**config.mk**
```make
export PLATFORM = sky130hd
export DESIGN_NAME = vslide_seq
export DESIGN_NICKNAME = d
export VERILOG_FILES = /design/src/rtl/vslide_pkg.sv /design/src/rtl/vslide_beat_gen.sv /design/src/rtl/vslide_seq.sv
export SDC_FILE = /design/constraint.sdc
export NUM_CORES = 1
export LEC_CHECK = 0
export CAP_MARGIN = 5
export CORE_ASPECT_RATIO = 0.8
export CORE_MARGIN = 8
export CORE_UTILIZATION = 40
export DETAILED_ROUTE_END_ITERATION = 10
export PLACE_DENSITY = 0.66
export SLEW_MARGIN = 30
export SYNTH_ARGS = -nofsm -noshare
export SYNTH_HDL_FRONTEND = slang
export SYNTH_HIERARCHICAL = 1
export SYNTH_SLANG_ARGS = --single-unit
```
**constraint.sdc**
```tcl
create_clock -name clk -period 3.5 [get_ports clk]
set_input_delay 0.525 -clock clk [delete_from_list [all_inputs] [get_ports clk]]
set_output_delay 0.525 -clock clk [all_outputs]
set_load 0.01 [all_outputs]
```
**src/rtl/vslide_pkg.sv**
```systemverilog
// Shared types and constants for the vector slide sequencer.
package vslide_pkg;

  localparam int REQ_DATA_WIDTH    = 64;
  localparam int REQ_ADDR_WIDTH    = 32;
  localparam int REQ_BYTE_EN_WIDTH = REQ_DATA_WIDTH / 8;
  localparam int SHIFT_WIDTH       = $clog2(REQ_BYTE_EN_WIDTH);
  localparam int OFF_WIDTH         = 12;
  localparam int CNT_WIDTH         = OFF_WIDTH - SHIFT_WIDTH + 1;

  localparam int BYTES_PER_WORD = 8;
  localparam int DRAIN_CYCLES   = 2;

  typedef enum logic [1:0] {
    IDLE  = 2'd0,
    ISSUE = 2'd1,
    DRAIN = 2'd2
  } state_t;

  // Per-beat metadata travelling alongside the VRF read
  typedef struct packed {
    logic [REQ_DATA_WIDTH-1:0]    vec1;
    logic [SHIFT_WIDTH-1:0]       shift;
    logic                         start;
    logic                         last;
    logic                         opsel;
    logic                         insert;
    logic [REQ_ADDR_WIDTH-1:0]    addr;
    logic [REQ_BYTE_EN_WIDTH-1:0] be;
    logic [OFF_WIDTH-1:0]         off;
  } beat_t;

  // Number of 64-bit words covering nbytes (rounded up)
  function automatic logic [CNT_WIDTH-1:0] words_of(input logic [OFF_WIDTH-1:0] nbytes);
    logic [OFF_WIDTH:0] s;
    s = {1'b0, nbytes} + (OFF_WIDTH+1)'(BYTES_PER_WORD - 1);
    return CNT_WIDTH'(s >> SHIFT_WIDTH);
  endfunction

endpackage

```
**src/rtl/vslide_beat_gen.sv**
```systemverilog
// Computes per-beat metadata from the word index and latched command,
// registered alongside the VRF read strobe.
module vslide_beat_gen
  import vslide_pkg::*;
(
  input  logic                      clk,
  input  logic                      rst,
  input  logic                      req,
  input  logic [CNT_WIDTH-1:0]      idx,
  input  logic [CNT_WIDTH-1:0]      nwords,
  input  logic                      opsel,
  input  logic                      insert,
  input  logic [REQ_DATA_WIDTH-1:0] scalar,
  input  logic [OFF_WIDTH-1:0]      offset,
  input  logic [OFF_WIDTH-1:0]      nbytes,
  input  logic [REQ_ADDR_WIDTH-1:0] dst_base,
  output beat_t                     beat
);

  beat_t                     b;
  logic [REQ_ADDR_WIDTH-1:0] woff;
  logic [SHIFT_WIDTH-1:0]    tail;

  assign woff = REQ_ADDR_WIDTH'(offset[OFF_WIDTH-1:SHIFT_WIDTH]);
  assign tail = nbytes[SHIFT_WIDTH-1:0];

  // Beat fields; slide-up skews the destination by the word offset,
  // slide-down skews the source instead.
  always_comb begin
    b        = '0;
    b.start  = (idx == '0);
    b.last   = (idx == nwords - CNT_WIDTH'(1));
    b.shift  = offset[SHIFT_WIDTH-1:0];
    b.opsel  = opsel;
    b.insert = insert;
    b.off    = offset;
    b.addr   = dst_base + REQ_ADDR_WIDTH'(idx) + (opsel ? '0 : woff);
    b.be     = (b.last && tail != '0) ? ~({REQ_BYTE_EN_WIDTH{1'b1}} << tail)
                                      : {REQ_BYTE_EN_WIDTH{1'b1}};
    b.vec1   = (insert && ((!opsel && b.start) || (opsel && b.last))) ? scalar : '0;
  end

  // Stage p1: capture metadata in step with the read strobe, zero when idle
  always_ff @(posedge clk or negedge rst) begin
    if (!rst) beat <= '0;
    else      beat <= req ? b : '0;
  end

endmodule

```
**src/rtl/vslide_seq.sv**
```systemverilog
// Slide command sequencer: walks the source group through the VRF read
// port and emits one registered beat per word for the slide datapath.
module vslide_seq
  import vslide_pkg::*;
(
  input  logic                         clk,
  input  logic                         rst,
  input  logic                         cmd_valid,
  output logic                         cmd_ready,
  input  logic                         cmd_opsel,
  input  logic                         cmd_insert,
  input  logic [REQ_DATA_WIDTH-1:0]    cmd_scalar,
  input  logic [OFF_WIDTH-1:0]         cmd_offset,
  input  logic [OFF_WIDTH-1:0]         cmd_nbytes,
  input  logic [REQ_ADDR_WIDTH-1:0]    cmd_src_base,
  input  logic [REQ_ADDR_WIDTH-1:0]    cmd_dst_base,
  output logic                         rd_req,
  output logic [REQ_ADDR_WIDTH-1:0]    rd_addr,
  input  logic [REQ_DATA_WIDTH-1:0]    rd_data,
  output logic                         out_valid,
  output logic [REQ_DATA_WIDTH-1:0]    out_vec0,
  output logic [REQ_DATA_WIDTH-1:0]    out_vec1,
  output logic [SHIFT_WIDTH-1:0]       out_shift,
  output logic                         out_start,
  output logic                         out_end,
  output logic                         out_opsel,
  output logic                         out_insert,
  output logic [REQ_ADDR_WIDTH-1:0]    out_addr,
  output logic [REQ_BYTE_EN_WIDTH-1:0] out_be,
  output logic [OFF_WIDTH-1:0]         out_off,
  output logic                         busy
);

  localparam int DW = (DRAIN_CYCLES > 1) ? $clog2(DRAIN_CYCLES) : 1;

  state_t                    state, state_nxt;
  logic                      hs, hs_q, last_rd;
  logic [CNT_WIDTH-1:0]      idx, nwords;
  logic [DW-1:0]             drain_cnt;
  logic                      c_opsel, c_insert;
  logic [REQ_DATA_WIDTH-1:0] c_scalar;
  logic [OFF_WIDTH-1:0]      c_offset, c_nbytes;
  logic [REQ_ADDR_WIDTH-1:0] c_src, c_dst;
  logic [2:1]                vld_pipe;
  beat_t                     beat_p1, beat_p2;

  assign hs      = cmd_valid & cmd_ready;
  assign last_rd = (idx == nwords - CNT_WIDTH'(1));

  // State register
  always_ff @(posedge clk or negedge rst) begin
    if (!rst) state <= IDLE;
    else      state <= state_nxt;
  end

  // Next state; zero-length commands never leave IDLE
  always_comb begin
    state_nxt = state;
    unique case (state)
      IDLE:    if (hs && words_of(cmd_nbytes) != '0) state_nxt = ISSUE;
      ISSUE:   if (last_rd) state_nxt = DRAIN;
      DRAIN:   if (drain_cnt == DW'(DRAIN_CYCLES - 1)) state_nxt = IDLE;
      default: state_nxt = IDLE;
    endcase
  end

  // FSM outputs; ready drops for the cycle after any accept so that a
  // zero-length command is still visibly consumed.
  always_comb begin
    cmd_ready = (state == IDLE) && !hs_q;
    rd_req    = (state == ISSUE);
    busy      = (state != IDLE);
    rd_addr   = '0;
    if (state == ISSUE)
      rd_addr = c_src + REQ_ADDR_WIDTH'(idx)
              + (c_opsel ? REQ_ADDR_WIDTH'(c_offset[OFF_WIDTH-1:SHIFT_WIDTH]) : '0);
  end

  // Command latch, word index and drain counter
  always_ff @(posedge clk or negedge rst) begin
    if (!rst) begin
      hs_q      <= 1'b0;
      idx       <= '0;
      nwords    <= '0;
      drain_cnt <= '0;
      c_opsel   <= 1'b0;
      c_insert  <= 1'b0;
      c_scalar  <= '0;
      c_offset  <= '0;
      c_nbytes  <= '0;
      c_src     <= '0;
      c_dst     <= '0;
    end else begin
      hs_q <= hs;
      if (hs) begin
        idx      <= '0;
        nwords   <= words_of(cmd_nbytes);
        c_opsel  <= cmd_opsel;
        c_insert <= cmd_insert;
        c_scalar <= cmd_scalar;
        c_offset <= cmd_offset;
        c_nbytes <= cmd_nbytes;
        c_src    <= cmd_src_base;
        c_dst    <= cmd_dst_base;
      end else if (rd_req) begin
        idx <= idx + CNT_WIDTH'(1);
      end
      drain_cnt <= (state == DRAIN) ? drain_cnt + DW'(1) : '0;
    end
  end

  vslide_beat_gen u_beat (
    .clk      (clk),
    .rst      (rst),
    .req      (rd_req),
    .idx      (idx),
    .nwords   (nwords),
    .opsel    (c_opsel),
    .insert   (c_insert),
    .scalar   (c_scalar),
    .offset   (c_offset),
    .nbytes   (c_nbytes),
    .dst_base (c_dst),
    .beat     (beat_p1)
  );

  // Stage p2: join read data with its metadata; valid follows read by 2
  always_ff @(posedge clk or negedge rst) begin
    if (!rst) begin
      vld_pipe <= '0;
      beat_p2  <= '0;
      out_vec0 <= '0;
    end else begin
      vld_pipe <= {vld_pipe[1], rd_req};
      beat_p2  <= beat_p1;
      out_vec0 <= vld_pipe[1] ? rd_data : '0;
    end
  end

  assign out_valid  = vld_pipe[2];
  assign out_vec1   = beat_p2.vec1;
  assign out_shift  = beat_p2.shift;
  assign out_start  = beat_p2.start;
  assign out_end    = beat_p2.last;
  assign out_opsel  = beat_p2.opsel;
  assign out_insert = beat_p2.insert;
  assign out_addr   = beat_p2.addr;
  assign out_be     = beat_p2.be;
  assign out_off    = beat_p2.off;

endmodule

```
After elaboration in Yosys (flattened, before gate mapping)
Index checks and enable logic that the tools add are counted.
Widths: inputs -> output; s select.
{ "classes": {"add_sub_neg": 8, "n_eq_ne": 6, "shift": 1, "muxes": 14, "bitwise": 2, "n_reduce_logical": 16} }
{ "op_table": {"columns": ["op", "n"], "rows": [
  ["$mux 64", 2],
  ["$mux 123", 1],
  ["$add 32x10->32", 2],
  ["$add 32x32->32", 1],
  ["$add 32x9->32", 1],
  ["$mux 32", 1],
  ["$mux 10", 2],
  ["$mux 9", 2],
  ["$add 12x3->13 const B", 1],
  ["$add 10x1->10 const B", 1],
  ["$eq 10x10->1", 1],
  ["$logic_not 10->1", 1],
  ["$reduce_bool 10->1", 1],
  ["$sub 10x1->10 const B", 1],
  ["$mux 8", 1],
  ["$not 8->8", 1],
  ["$shl 8x3->8 const A", 1],
  ["$logic_and 1x1->1", 6],
  ["$mux 2", 3],
  ["$pmux 2 s3", 1],
  ["$ne 2x2->1 const B", 2],
  ["$reduce_bool 2->1", 2],
  ["$reduce_and 3->1", 1],
  ["$reduce_bool 3->1", 1],
  ["other kinds (9)", 10]
]} }
{ "totals": {"reg_bits": 481, "input_bits": 221, "out_inout_bits": 223, "wordCells": 79} }

Depth between registers and ports, before layout
{ "logic_depth": {"ltp_word": 7, "depth_mapped": 14, "depth_no_buf": 13} }

Modules after synthesis
The synthesis kept the hierarchy.
{ "by_module_without_submodules": {"columns": ["module", "n_inst", "cells_per_inst", "area_per_inst_um2", "seq_area_each_um2"], "rows": [
  ["vslide_seq", 1, 1238, 13579.3, 9183.8],
  ["vslide_beat_gen", 1, 509, 5979.5, 3002.9]
]} }

Least setup slack after synthesis
No wires, ideal clock.
{ "synth_path": {"path_type": "reg2out", "startpoint": "register c_opsel", "endpoint": "output rd_addr[31]", "arrival_ns": 3.261, "required_time_ns": 2.975, "slack_ns": -0.286, "path_stages_with_launch": 13, "path_buffers": 2, "cell_sequence": "dfrtp_1 -> and2_1 -> fa_1 -> ha_1 -> fa_1 -> a21oi_1 -> nor2b_1 -> a311o_2 -> a211oi_1 -> buf_2 -> buf_4 -> o21ai_0 -> a21oi_1"} }
{ "synth_via": {"elab_chain_len": 3} }
{ "synth_lines": {"columns": ["element", "line_no", "text"], "rows": [
  ["from (decl)", "vslide_seq.sv:40", "logic c_opsel, c_insert;"],
  ["from (signal assigned)", "vslide_seq.sv:98", "c_opsel <= cmd_opsel;"],
  ["$mux 9", "vslide_seq.sv:76", "+ (c_opsel ? REQ_ADDR_WIDTH'(c_offset[OFF_WIDTH-1:SHIFT_WIDTH]) : '0);"],
  ["$add 32x9->32", "vslide_seq.sv:76", null],
  ["$mux 32", "vslide_seq.sv:74", "if (state == ISSUE)"],
  ["to (decl)", "vslide_seq.sv:18", "output logic [REQ_ADDR_WIDTH-1:0] rd_addr,"]
]} }
Every way passes these cells.

Worst setup path after layout
{ "layout_path": {"startpoint": "register c_opsel", "endpoint": "output rd_addr[21]"} }
Same word-level chain as after synthesis.

==> impl_results.md <==
- Nets: 2487
- Worst Max-Slew Pin Slew: 999 ps
- Cts bufs inserted: 49
- FMAX: 0.225 GHz
- DR iter-0 viols: 935
- Syn avg cell area: 11.2 sq um
- Die X: 261 microns
- Post-Route WL: 55.8 mm
- Violated checks: setup timing
- # setup viols final: 29
- Vias per cell: 4.92
- Final worst slack: -949 ps
- Fin Hold WS: 325 ps
- Synth Warn #: 6
- Slew HR: 0.334
- Area of the core: 47900 sq um
- CP Capture Type: output pin
- Area occupied by multi-input gates: 7070 sq um
- Die Ht: 212 microns
- Period utilization: 1.27
- TritonCTS clock tree: yes
- Mapped Cells: 1713
- CP Launch Type: flop
- Fin crit period: 4450 ps
- CP Class: flop to output pin
- First-pass GRT wire length: 86.4 mm
- WL/cell: 19.3 microns
- P_leak: 12.5 nW
- Peak supply drop: 0.687 mV
- Netlist Area Pre-Place: 19200 sq um
- Longest Clk Path Bufs: 3
- Arr. time, crit path: 3920 ps
- # rows: 72
- Commonest cells after routing, fill and taps aside: nand2_1 (486), dfrtp_1 (477), clkdlybuf4s50_1 (412)
- WHS Path Cells: 0
- CTS Sinks: 478
- Initial antenna violation count: 8
- Crit Path Max Fanout: 6
- CTS clk-pin slew, worst paths: 70 ps
- Worst endpoint required time: 2970 ps
- Detailed placement HPWL: 39.0 mm
- Fillers: 4043
- Port Buffers: 443
- Leftover overflow at the end of global routing: 0
- Routability cong.: 0.896
- Ports: 444
- Post-route ant nets: 0
- Tot GR Track Use: 0.198
- Final Hold Vio Count: 0
- Layout overhead on the synthesized area: 40.0%
- DR vias: 14247
- Worst reg2reg path depth: 14
- Commonest non-fill, non-tap cell in the layout: nand2_1
- Register area: 12000 sq um
- Drt pass-1 iters: 7
- Final Core Density: 0.562
- Number of remaining DRC errors: 0
- Min-delay worst type: flop to flop
- Max-capacitance violation count: 0
- RSZ-0062 raised after global routing: yes
- Die area: 55400 sq um
- Largest net degree at the start of global routing: 162
- Initial Utilization: 0.401
- Clock Skew: 33.3 ps
- Synthesized net count: 1979
- PD cells: 901 nW/um^2
- Slew Viols, Final: 0
- Layout cells sized above 1: 0.150
- Run status: complete, but fails checks
- Vias in the first global route: 14921
- Worst-Skew Late Latency: 600 ps
- Max H-tree Level: 2
- CTS root buffer: clkbuf_16
- Power Total: 0.0243 W
- Pre-CTS setup slack: -686 ps
==> layer usage <==
metal	GRT usage	share of wire	up-vias
met5	0	0.00066	-
met4	0.0510	0.020	6
met3	0.0579	0.080	78
met2	0.316	0.46	421
met1	0.265	0.44	7088
li1	-	-	6654
==> per-stage QoR <==
| step | cells | cell area, sq um | setup TNS, ps |
|---|---|---|---|
| 3_5_place_dp | 2778 | 24800 | -16260 |
| 4_1_cts | 2889 | 26800 | -22890 |
| 6_report | 2893 | 26900 | -23010 |
| 3_3_place_gp | 2778 | 24800 | -14170 |
| 5_1_grt | 2891 | 26900 | -26870 |
| 2_1_floorplan | 1713 | 19300 | 0 |
==> registers in the layout (all words and copies together), names as in the netlist, 32 cells and up <==
name,count
out_vec0,64
u_beat/beat,120
c_src,32
c_dst,32
out_vec1,64
c_scalar,64
out_addr,32
==> cell type report <==
type | count | share of cell area
Sequential cell | 478 | 0.444
Clock buffer | 63 | 0.0504
Clock inverter | 29 | 0.0153
Timing Repair Buffer | 539 | 0.194
Inverter | 28 | 0.00409
Antenna cell | 2 | 0.000186
Tap cell | 629 | 0.0292
Multi-Input combinational cell | 1125 | 0.263
==> repair_timing <==
action / in CTS / in global routing
gates cloned: 2 / 0
setup buffers: 16 / 7
endpoints found under the hold margin: 71 / 0
pin swaps: 18 / 23
resized for setup: 156 / 40
setup endpoints to repair: 41 / 41
hold buffers: 1 / 0
==> worst max-delay path, cell delays in order, from the launching register on <==
cell and delay (ps):
dfrtp_2 450, buf_6 130, and2_4 130, fa_1 500, ha_4 190, fa_2 380, a21oi_2 160, nor2b_2 70
a311o_2 360, a211oi_4 280, buf_6 190, buf_12 130, o21ai_2 50, a21oi_1 160, buf_2 160
==> final timing paths <==
check,end,slack [ps],from
min,out_be[6],320,u_beat/beat[18]
max in group asynchronous,c_scalar[6],2060,rst
min reg2reg,out_be[6],320,u_beat/beat[18]
min in group asynchronous,out_vec1[30],520,rst
max,rd_addr[21],-950,c_opsel
max reg2reg,u_beat/beat[49],220,c_opsel
==> report_power, final <==
group	internal (W)	switching, W	total, W
clock network	0.00337	0.00229	0.00566
registers	0.00733	0.00108	0.00841
logic	0.00482	0.00539	0.0102
(Power assumes the default switching activity.)
